<file path="config.mk">
export PLATFORM = sky130hd
export DESIGN_NAME = xmit_prio_scheduler_flat
export DESIGN_NICKNAME = d
export VERILOG_FILES = /design/src/rtl/xmit_prio_scheduler_if.sv /design/src/rtl/xmit_prio_scheduler.sv /design/src/flat_wrapper.sv
export SDC_FILE = /design/constraint.sdc
export NUM_CORES = 1
export LEC_CHECK = 0
export ABC_AREA = 1
export CORE_MARGIN = 1.5
export CORE_UTILIZATION = 60
export DETAILED_ROUTE_END_ITERATION = 12
export DONT_BUFFER_PORTS = 1
export GPL_TIMING_DRIVEN = 1
export PLACE_DENSITY_LB_ADDON = 0.2
export SYNTH_ARGS = -nofsm -noshare
export SYNTH_HDL_FRONTEND = slang
export SYNTH_SLANG_ARGS = --single-unit
</file>
<file path="constraint.sdc">
create_clock -name clk_sys -period 4.6 [get_ports clk_sys]
set_clock_uncertainty 0.1 [all_clocks]
set_input_delay 0.92 -clock clk_sys [delete_from_list [all_inputs] [get_ports clk_sys]]
set_output_delay 0.92 -clock clk_sys [all_outputs]
set_load 0.05 [all_outputs]
</file>
<file path="src/rtl/xmit_prio_scheduler_if.sv">
`default_nettype none
// +------------------------------------------------------------------------+
// | xmit_prio_scheduler_if                                                 |
// | Ingress queue, data FIFO and downstream byte bus of the TX scheduler.  |
// | Rev 1.0                                                                |
// +------------------------------------------------------------------------+
interface xmit_prio_scheduler_if #(
    parameter int LEN_W = 12
);
    logic             hi_frame_avail;
    logic [LEN_W-1:0] hi_frame_len;
    logic             lo_frame_avail;
    logic [LEN_W-1:0] lo_frame_len;
    logic             hi_ctrl_pop;
    logic             lo_ctrl_pop;
    logic             hi_data_rd;
    logic             lo_data_rd;
    logic [7:0]       hi_data_in;
    logic [7:0]       lo_data_in;
    logic             tx_ready;
    logic [7:0]       tx_data;
    logic             tx_data_valid;
    logic             tx_sof;
    logic             tx_eof;
    logic             m_discard_en;
    logic             cur_is_hi;
    logic             sched_busy;

    modport master (
        input  hi_frame_avail, hi_frame_len, lo_frame_avail, lo_frame_len,
        input  hi_data_in, lo_data_in, tx_ready,
        output hi_ctrl_pop, lo_ctrl_pop, hi_data_rd, lo_data_rd,
        output tx_data, tx_data_valid, tx_sof, tx_eof,
        output m_discard_en, cur_is_hi, sched_busy
    );

    modport slave (
        output hi_frame_avail, hi_frame_len, lo_frame_avail, lo_frame_len,
        output hi_data_in, lo_data_in, tx_ready,
        input  hi_ctrl_pop, lo_ctrl_pop, hi_data_rd, lo_data_rd,
        input  tx_data, tx_data_valid, tx_sof, tx_eof,
        input  m_discard_en, cur_is_hi, sched_busy
    );
endinterface
`default_nettype wire

</file>
<file path="src/rtl/xmit_prio_scheduler.sv">
`default_nettype none
// +------------------------------------------------------------------------+
// | xmit_prio_scheduler                                                    |
// | Hi/lo frame scheduler: strict priority with starvation guard, length   |
// | discard and byte streaming. XMIT_STRICT_PRIO_EN drops the guard.       |
// | Rev 1.0                                                                |
// +------------------------------------------------------------------------+
module xmit_prio_scheduler #(
    parameter int LEN_W        = 12,
    parameter int MIN_LEN      = 64,
    parameter int MAX_LEN      = 1518,
    parameter int MAX_HI_BURST = 4,
    parameter int IFG_CYCLES   = 12
) (
    input  logic                  clk_sys,
    input  logic                  reset_n,
    xmit_prio_scheduler_if.master bus
);
    localparam int               c_GAP_W    = $clog2(IFG_CYCLES + 1);
    localparam logic [LEN_W-1:0] c_MIN      = LEN_W'(MIN_LEN);
    localparam logic [LEN_W-1:0] c_MAX      = LEN_W'(MAX_LEN);
    localparam logic [LEN_W-1:0] c_ONE      = LEN_W'(1);
    localparam logic [c_GAP_W-1:0] c_GAP_INIT = c_GAP_W'(IFG_CYCLES - 1);

    typedef enum logic [2:0] {
        S_IDLE    = 3'd0,
        S_ARB     = 3'd1,
        S_XFER    = 3'd2,
        S_DISCARD = 3'd3,
        S_GAP     = 3'd4
    } state_t;

    state_t             state_q;
    logic [LEN_W-1:0]   rem_q;
    logic [c_GAP_W-1:0] gap_q;
    logic               cur_hi_q;
    logic               first_q;
    logic               p1_vld_q;
    logic               p1_sof_q;
    logic               p1_eof_q;
    logic               p1_hi_q;
    logic [7:0]         tx_data_q;
    logic               tx_vld_q;
    logic               tx_sof_q;
    logic               tx_eof_q;

    logic               any_avail_d;
    logic               sel_hi_d;
    logic [LEN_W-1:0]   len_d;
    logic               len_ok_d;
    logic               rd_en_d;

    assign any_avail_d = bus.hi_frame_avail | bus.lo_frame_avail;

`ifdef XMIT_STRICT_PRIO_EN
    assign sel_hi_d = bus.hi_frame_avail;
`else
    localparam int                 c_BURST_W   = $clog2(MAX_HI_BURST + 1);
    localparam logic [c_BURST_W-1:0] c_BURST_MAX = c_BURST_W'(MAX_HI_BURST);

    logic [c_BURST_W-1:0] burst_q;

    // Hi keeps winning until it has taken MAX_HI_BURST frames in a row over a waiting lo.
    assign sel_hi_d = bus.hi_frame_avail & (~bus.lo_frame_avail | (burst_q < c_BURST_MAX));

    always_ff @(posedge clk_sys or negedge reset_n) begin
        if (!reset_n) begin
            burst_q <= '0;
        end else if (state_q == S_ARB && any_avail_d) begin
            if (sel_hi_d && bus.lo_frame_avail) begin
                if (burst_q != c_BURST_MAX) begin
                    burst_q <= burst_q + 1'b1;
                end
            end else begin
                burst_q <= '0;
            end
        end
    end
`endif

    assign len_d    = sel_hi_d ? bus.hi_frame_len : bus.lo_frame_len;
    assign len_ok_d = (len_d >= c_MIN) && (len_d <= c_MAX);

    // Discards drain the data FIFO regardless of downstream backpressure.
    always_comb begin
        rd_en_d = 1'b0;
        case (state_q)
            S_XFER:    rd_en_d = bus.tx_ready && (rem_q != '0);
            S_DISCARD: rd_en_d = (rem_q != '0);
            default:   rd_en_d = 1'b0;
        endcase
    end

    assign bus.hi_ctrl_pop   = (state_q == S_ARB) & any_avail_d & sel_hi_d;
    assign bus.lo_ctrl_pop   = (state_q == S_ARB) & any_avail_d & ~sel_hi_d;
    assign bus.hi_data_rd    = rd_en_d & cur_hi_q;
    assign bus.lo_data_rd    = rd_en_d & ~cur_hi_q;
    assign bus.tx_data       = tx_data_q;
    assign bus.tx_data_valid = tx_vld_q;
    assign bus.tx_sof        = tx_sof_q;
    assign bus.tx_eof        = tx_eof_q;
    assign bus.m_discard_en  = (state_q == S_DISCARD);
    assign bus.cur_is_hi     = cur_hi_q;
    assign bus.sched_busy    = (state_q != S_IDLE);

    always_ff @(posedge clk_sys or negedge reset_n) begin
        if (!reset_n) begin
            state_q   <= S_IDLE;
            rem_q     <= '0;
            gap_q     <= '0;
            cur_hi_q  <= 1'b0;
            first_q   <= 1'b0;
            p1_vld_q  <= 1'b0;
            p1_sof_q  <= 1'b0;
            p1_eof_q  <= 1'b0;
            p1_hi_q   <= 1'b0;
            tx_data_q <= '0;
            tx_vld_q  <= 1'b0;
            tx_sof_q  <= 1'b0;
            tx_eof_q  <= 1'b0;
        end else begin
            // Stage 1 tracks the read issued this cycle; stage 2 captures the FIFO output.
            p1_vld_q <= rd_en_d && (state_q == S_XFER);
            p1_sof_q <= first_q;
            p1_eof_q <= (rem_q == c_ONE);
            p1_hi_q  <= cur_hi_q;
            tx_vld_q <= p1_vld_q;
            tx_sof_q <= p1_vld_q & p1_sof_q;
            tx_eof_q <= p1_vld_q & p1_eof_q;
            if (p1_vld_q) begin
                tx_data_q <= p1_hi_q ? bus.hi_data_in : bus.lo_data_in;
            end

            case (state_q)
                S_IDLE: begin
                    if (any_avail_d) begin
                        state_q <= S_ARB;
                    end
                end
                S_ARB: begin
                    if (any_avail_d) begin
                        rem_q    <= len_d;
                        cur_hi_q <= sel_hi_d;
                        first_q  <= 1'b1;
                        state_q  <= len_ok_d ? S_XFER : S_DISCARD;
                    end else begin
                        state_q  <= S_IDLE;
                    end
                end
                S_XFER: begin
                    if (rd_en_d) begin
                        rem_q   <= rem_q - c_ONE;
                        first_q <= 1'b0;
                        if (rem_q == c_ONE) begin
                            gap_q   <= c_GAP_INIT;
                            state_q <= S_GAP;
                        end
                    end
                end
                S_DISCARD: begin
                    if (rem_q != '0) begin
                        rem_q <= rem_q - c_ONE;
                    end
                    if (rem_q <= c_ONE) begin
                        state_q <= S_IDLE;
                    end
                end
                S_GAP: begin
                    if (gap_q == '0) begin
                        state_q <= S_IDLE;
                    end else begin
                        gap_q <= gap_q - 1'b1;
                    end
                end
                default: state_q <= S_IDLE;
            endcase
        end
    end
endmodule
`default_nettype wire
</file>
<file path="src/flat_wrapper.sv">
// flat-port wrapper written by rule: the top's interface ports become plain ports
module xmit_prio_scheduler_flat 
#(
    parameter int LEN_W        = 12,
    parameter int MIN_LEN      = 64,
    parameter int MAX_LEN      = 1518,
    parameter int MAX_HI_BURST = 4,
    parameter int IFG_CYCLES   = 12
)
  (clk_sys, reset_n, bus_hi_frame_avail, bus_hi_frame_len, bus_lo_frame_avail, bus_lo_frame_len, bus_hi_data_in, bus_lo_data_in, bus_tx_ready, bus_hi_ctrl_pop, bus_lo_ctrl_pop, bus_hi_data_rd, bus_lo_data_rd, bus_tx_data, bus_tx_data_valid, bus_tx_sof, bus_tx_eof, bus_m_discard_en, bus_cur_is_hi, bus_sched_busy);
  xmit_prio_scheduler_if #(.LEN_W(LEN_W)) bus_i ();
  input  logic clk_sys;
  input  logic reset_n;
  input wire logic [$bits(bus_i.hi_frame_avail)-1:0] bus_hi_frame_avail;
  input wire logic [$bits(bus_i.hi_frame_len)-1:0] bus_hi_frame_len;
  input wire logic [$bits(bus_i.lo_frame_avail)-1:0] bus_lo_frame_avail;
  input wire logic [$bits(bus_i.lo_frame_len)-1:0] bus_lo_frame_len;
  input wire logic [$bits(bus_i.hi_data_in)-1:0] bus_hi_data_in;
  input wire logic [$bits(bus_i.lo_data_in)-1:0] bus_lo_data_in;
  input wire logic [$bits(bus_i.tx_ready)-1:0] bus_tx_ready;
  output wire logic [$bits(bus_i.hi_ctrl_pop)-1:0] bus_hi_ctrl_pop;
  output wire logic [$bits(bus_i.lo_ctrl_pop)-1:0] bus_lo_ctrl_pop;
  output wire logic [$bits(bus_i.hi_data_rd)-1:0] bus_hi_data_rd;
  output wire logic [$bits(bus_i.lo_data_rd)-1:0] bus_lo_data_rd;
  output wire logic [$bits(bus_i.tx_data)-1:0] bus_tx_data;
  output wire logic [$bits(bus_i.tx_data_valid)-1:0] bus_tx_data_valid;
  output wire logic [$bits(bus_i.tx_sof)-1:0] bus_tx_sof;
  output wire logic [$bits(bus_i.tx_eof)-1:0] bus_tx_eof;
  output wire logic [$bits(bus_i.m_discard_en)-1:0] bus_m_discard_en;
  output wire logic [$bits(bus_i.cur_is_hi)-1:0] bus_cur_is_hi;
  output wire logic [$bits(bus_i.sched_busy)-1:0] bus_sched_busy;
  assign bus_i.hi_frame_avail = bus_hi_frame_avail;
  assign bus_i.hi_frame_len = bus_hi_frame_len;
  assign bus_i.lo_frame_avail = bus_lo_frame_avail;
  assign bus_i.lo_frame_len = bus_lo_frame_len;
  assign bus_i.hi_data_in = bus_hi_data_in;
  assign bus_i.lo_data_in = bus_lo_data_in;
  assign bus_i.tx_ready = bus_tx_ready;
  assign bus_hi_ctrl_pop = bus_i.hi_ctrl_pop;
  assign bus_lo_ctrl_pop = bus_i.lo_ctrl_pop;
  assign bus_hi_data_rd = bus_i.hi_data_rd;
  assign bus_lo_data_rd = bus_i.lo_data_rd;
  assign bus_tx_data = bus_i.tx_data;
  assign bus_tx_data_valid = bus_i.tx_data_valid;
  assign bus_tx_sof = bus_i.tx_sof;
  assign bus_tx_eof = bus_i.tx_eof;
  assign bus_m_discard_en = bus_i.m_discard_en;
  assign bus_cur_is_hi = bus_i.cur_is_hi;
  assign bus_sched_busy = bus_i.sched_busy;
  xmit_prio_scheduler #(.LEN_W(LEN_W), .MIN_LEN(MIN_LEN), .MAX_LEN(MAX_LEN), .MAX_HI_BURST(MAX_HI_BURST), .IFG_CYCLES(IFG_CYCLES)) u_core (.clk_sys(clk_sys), .reset_n(reset_n), .bus(bus_i));
endmodule
</file>
-- Word level (Yosys, flattened, before mapping)
Cells that the tools add are included.
- add/sub/neg operators: 3
- $mul: 0
- divide/modulo/power cells: 0
- order comparisons: 4
- eq/ne operators: 15
- shifts and indexed selects: 0
- multiplexer cells: 24
- bitwise gates (word level): 13
- reductions and logical operators: 18
- operators with widths (cell ; number):
    two-way mux 12 bit ; 4
    one-hot mux 12 bit (3 select lines) ; 1
    two-way mux 3 bit ; 8
    one-hot mux 3 bit (5 select lines) ; 1
    equality test 12 x 1 -> 1 bit, second input constant ; 1
    greater-or-equal comparator 12 x 7 -> 1 bit, second input constant ; 1
    <= comparator 12 x 1 -> 1 bit, second input constant ; 1
    <= comparator 12 x 11 -> 1 bit, second input constant ; 1
    two-way mux 4 bit ; 3
    != test 2 x 1 -> 1 bit, second input constant ; 6
    nonzero test 12 bit ; 1
    subtractor 12 x 1 -> 12 bit, second input constant ; 1
    AND 1 bit ; 8
    two-way mux 8 bit ; 1
    one-hot mux 4 bit (2 select lines) ; 1
    AND reduction 4 bit ; 2
    equality test 3 x 2 -> 1 bit, second input constant ; 2
    != test 2 bit, second input constant ; 3
    nonzero test 3 bit ; 2
    logical AND 1 bit ; 5
    AND reduction 5 bit ; 1
    zero test 4 bit ; 1
    one-hot mux 1 bit (2 select lines) ; 2
    AND reduction 2 bit ; 2
    other kinds (12) ; 18
- bits in registers: 39
- latch bits: 0
- RAM bits: 0
- memory bits (read-only): 0
- input bits: 45
- output and inout port bits: 18
- word-level logic and storage cells: 91
- memories kept: 0

-- Longest topological paths before layout
- depth in word-level cells: 9
- mapped depth: 13
- gate-level depth less buffers: 12

-- Worst setup path before layout
No wires, ideal clock.
- path type: input to output
- start: in bus_hi_frame_avail
- end: out bus_lo_ctrl_pop
- data arrival time: 2.302 ns
- data required time: 3.580 ns
- path slack: 1.278 ns
- stages on the path: 5
- buffers on the path: 1
- cells stage by stage: buf_2 > nor2_1 > nor2_1 > inv_1 > a21oi_1
- longest elaborated chain between the ends: 3
- elaborated cells on any way between the ends: 5
- classes of those cells: bitwise (5)
- RTL lines (what ; RTL line ; text):
    start: declaration ; flat_wrapper.sv:14 ; input wire logic [$bits(bus_i.hi_frame_avail)-1:0] bus_hi_frame_avail;
    bitwise OR 1 bit or AND 1 bit (tied branches) ; xmit_prio_scheduler.sv:53, xmit_prio_scheduler.sv:64 ;
    AND 1 bit or inverter 1 bit (tied branches) ; xmit_prio_scheduler.sv:95 ; assign bus.lo_ctrl_pop = (state_q == S_ARB) & any_avail_d & ~sel_hi_d;
    AND 1 bit (*) ; xmit_prio_scheduler.sv:95 ;
    end: declaration ; flat_wrapper.sv:22 ; output wire logic [$bits(bus_i.lo_ctrl_pop)-1:0] bus_lo_ctrl_pop;
Mark *: on every way between the ends. The rest lies on a longest branch, timed or not.

-- Worst setup path after layout
- start: reg u_core.state_q[2]
- end: out bus_hi_data_rd
- longest elaborated chain between the ends: 3
- elaborated cells on any way between the ends: 4
- classes of those cells: eq/ne (2); mux (1); bitwise (1)
- RTL lines (what ; RTL line ; text):
    start: declaration ; xmit_prio_scheduler.sv:33 ; state_t state_q;
    start signal: assignment ; xmit_prio_scheduler.sv:145 ; state_q <= len_ok_d ? S_XFER : S_DISCARD;
    equality test 3 x 2 -> 1 bit ; -- ;
    via bus_m_discard_en ; flat_wrapper.sv:29 ; output wire logic [$bits(bus_i.m_discard_en)-1:0] bus_m_discard_en;
    one-hot mux 1 bit (2 select lines) ; xmit_prio_scheduler.sv:87 ; case (state_q)
    AND 1 bit ; xmit_prio_scheduler.sv:96 ; assign bus.hi_data_rd = rd_en_d & cur_hi_q;
    end: declaration ; flat_wrapper.sv:23 ; output wire logic [$bits(bus_i.hi_data_rd)-1:0] bus_hi_data_rd;
The timed path passes the listed nets, and every way through them passes these cells.

==> metrics.csv <==
metric,value,unit
synth_area_leaders,"dfrtp_1 39%, nand2_1 16%, nor2_1 6.0%",
synth_top_family_by_area,simple AND/OR/NAND/NOR gates,
max_clock_freq,0.312,GHz
synth-compound-area-share,12.9,%
drc,0,
drive_gt1_share,12.0,%
cp.required,3.58,ns
overflow,0,
clkLatencyLatePin,0.29,ns
syn_area,2490,sq um
synth-seq-cells,39,
synth_top_area_share,39.1,%
fp.dieW,67.5,microns
io_pins,63,
io_buffers,0,
ff2ff_path_depth,12,
hpwl,3820,microns
die_h,67.5,microns
grt_max_degree,40,
netlist-cell-type-count,36,
fin_crit_sh,69.7,%
setup_ws,1.39,ns
drtIter0Drc,138,
dp_cells,384,
maxCapViolCount,0,
diodes,0,
pre_cts_ws,1.45,ns
use_met2,38.7,%
synth_largest_area_cell,dfrtp_1,
drv_slew,0,
dieArea,4550,sq um
rrSetupSlack,2.19,ns
syn2layout_area_growth,3.61,%
clock_sinks,39,
hold_slack,0.216,ns
rr_endpoint,u_core.rem_q[8],
yosysWarnings,0,
drtPass1Iterations,4,
muxShareOfSynthArea,0.451,%
vias,2130,
ant_nets,0,
grt_pass1_wl,8510,microns
ctsResizeCount,0,
synth_simple_gate_area_share,35.8,%
antenna_found_initial,0,
ir_drop,0.317,mV
yosysSeqAreaShare,39.1,%
power.density,676,nW/um^2
layout_commonest_cell,nand2_1,
use_met3,4.83,%
synth-xor-area-share,1.05,%
busiest_layer,met2,
p_leak,1.31,nW
grt_pass1_vias,1992,
cp.arrival,2.19,ns
coreArea,4000,sq um
finalNetCount,391,
finalNonFillerCells,392,
wl_per_cell,13.3,microns
rsz0062_at_grt,false,
syn_nets,394,
final_cell_mix,"107 x nand2_1, 40 x nor2_1, 39 x dfrtp_1",
cts_tree,done,
hold_buffers,0,
avgSynthCellArea,7.25,sq um
place.gp.congestion,0.816,
path_class,reg -> out,
grt_usage,24.4,%
drt_wl_total,5230,microns
met1_usage,32.7,%
postCtsSetupRepairBufs,0,
viasPerCell,5.43,
hp-class,in -> async,
relSlewSlack,34.9,%
cts_buffer_depth,2,
rows,23,
status,"complete, no violations",
worst_pin_slew,0.973,ns
cp_max_fo,14,
syn_inst,344,
start_util,62.4,%
end_kind,output pin,
tns,0,ns
htreeDepth,2,
critPathLaunchType,register,
clkSlewWorstSetupHoldPaths,0.08,ns
hold_viol,0,
postLayoutCoreUtil,64.6,%
fin_crit,3.21,ns
cts-root-buf,clkbuf_8,
numCtsBuffers,5,
synthAdderAreaFrac,2.51,%
finalSetupViolCount,0,
timing.rr.start,u_core.state_q[2],
logic make-up after synthesis:
group / after synthesis
XOR/XNOR: 3
buffers and inverters: 48
AND/OR/NAND/NOR: 200
multiplexers: 1
adder cells (fa/ha/maj): 5
flip-flops: 39
AO/OA/AOI/OAI: 48
synth_stat cells:
cell	number
a21o_1	1
a21oi_1	6
a22oi_1	1
a31oi_1	8
buf_2	4
buf_4	1
buf_6	2
clkbuf_1	4
dfrtp_1	39
ha_1	5
inv_1	30
inv_2	7
mux2_2	1
nand2_1	107
nand2_2	5
nand2_4	3
nand3_1	28
nand3_2	1
nand3b_1	4
nand4_1	1
nor2_1	40
nor2_2	3
nor2_4	4
nor3_1	2
nor3_2	1
o211ai_2	3
o21a_1	1
o21ai_0	15
o21ai_1	5
o21ai_2	3
o21ai_4	1
o21bai_1	2
o221ai_2	1
o32ai_1	1
or2_1	1
xor2_1	3
per-stage QoR:
step / cell area, sq um / power [W]
after detailed placement: 2500 / 0.00152
after CTS: 2580 / 0.00175
final: 2580 / 0.00175
after global placement: 2500 / 0.00150
after global routing: 2580 / 0.00189
after floorplan: 2490 / 0.00142
how the worst max path moves through the flow:
stage / startpoint / end / slack [ns] / depth (start not counted)
2_1_floorplan: bus_hi_frame_avail / bus_lo_ctrl_pop / 1.28 / 5
3_3_place_gp: bus_lo_frame_avail / bus_hi_ctrl_pop / 1.46 / 3
3_5_place_dp: bus_lo_frame_avail / bus_hi_ctrl_pop / 1.45 / 3
4_1_cts: u_core.state_q[2] / bus_hi_data_rd / 1.38 / 7
5_1_grt: u_core.state_q[2] / bus_hi_data_rd / 1.26 / 7
6_report: u_core.state_q[2] / bus_hi_data_rd / 1.39 / 7
cell type report:
cell class | instances | area, sq um
Clock buffer | 6 | 72.6
Clock inverter | 2 | 12.5
Fill cell | 349 | 1420
Inverter | 37 | 139
Multi-Input combinational cell | 257 | 1320
Sequential cell | 39 | 976
Tap cell | 50 | 62.6
Timing Repair Buffer | 1 | 7.51
flip-flops by register name (all words and copies together) (netlist names), 3 cells and up:
register,flops
u_core.burst_q,3
u_core.rem_q,12
u_core.bus.tx_data,8
u_core.gap_q,4
u_core.state_q,3
power by group:
group / internal, W / total (W) / switching (W)
clock network: 0.000106 / 0.000225 / 0.000119
registers: 0.000472 / 0.000741 / 0.000270
logic: 0.000250 / 0.000781 / 0.000531
total: 0.000827 / 0.00175 / 0.000920
layer usage:
metal / part of all wire [%] / up-vias
met5: 0 / -
met4: 1.1 / 0
met3: 5.7 / 6
met2: 47 / 64
met1: 46 / 970
li1: - / 1090
worst max-delay path: stages, from the launching register on:
cell and delay [ns]:
dfrtp_1 0.43, inv_2 0.10, nand2_4 0.12, nor2_4 0.34, inv_2 0.06, nand2_1 0.08, nand2_2 0.09, nor2_1 0.68
No activity file was read; power rests on OpenSTA's default activity.
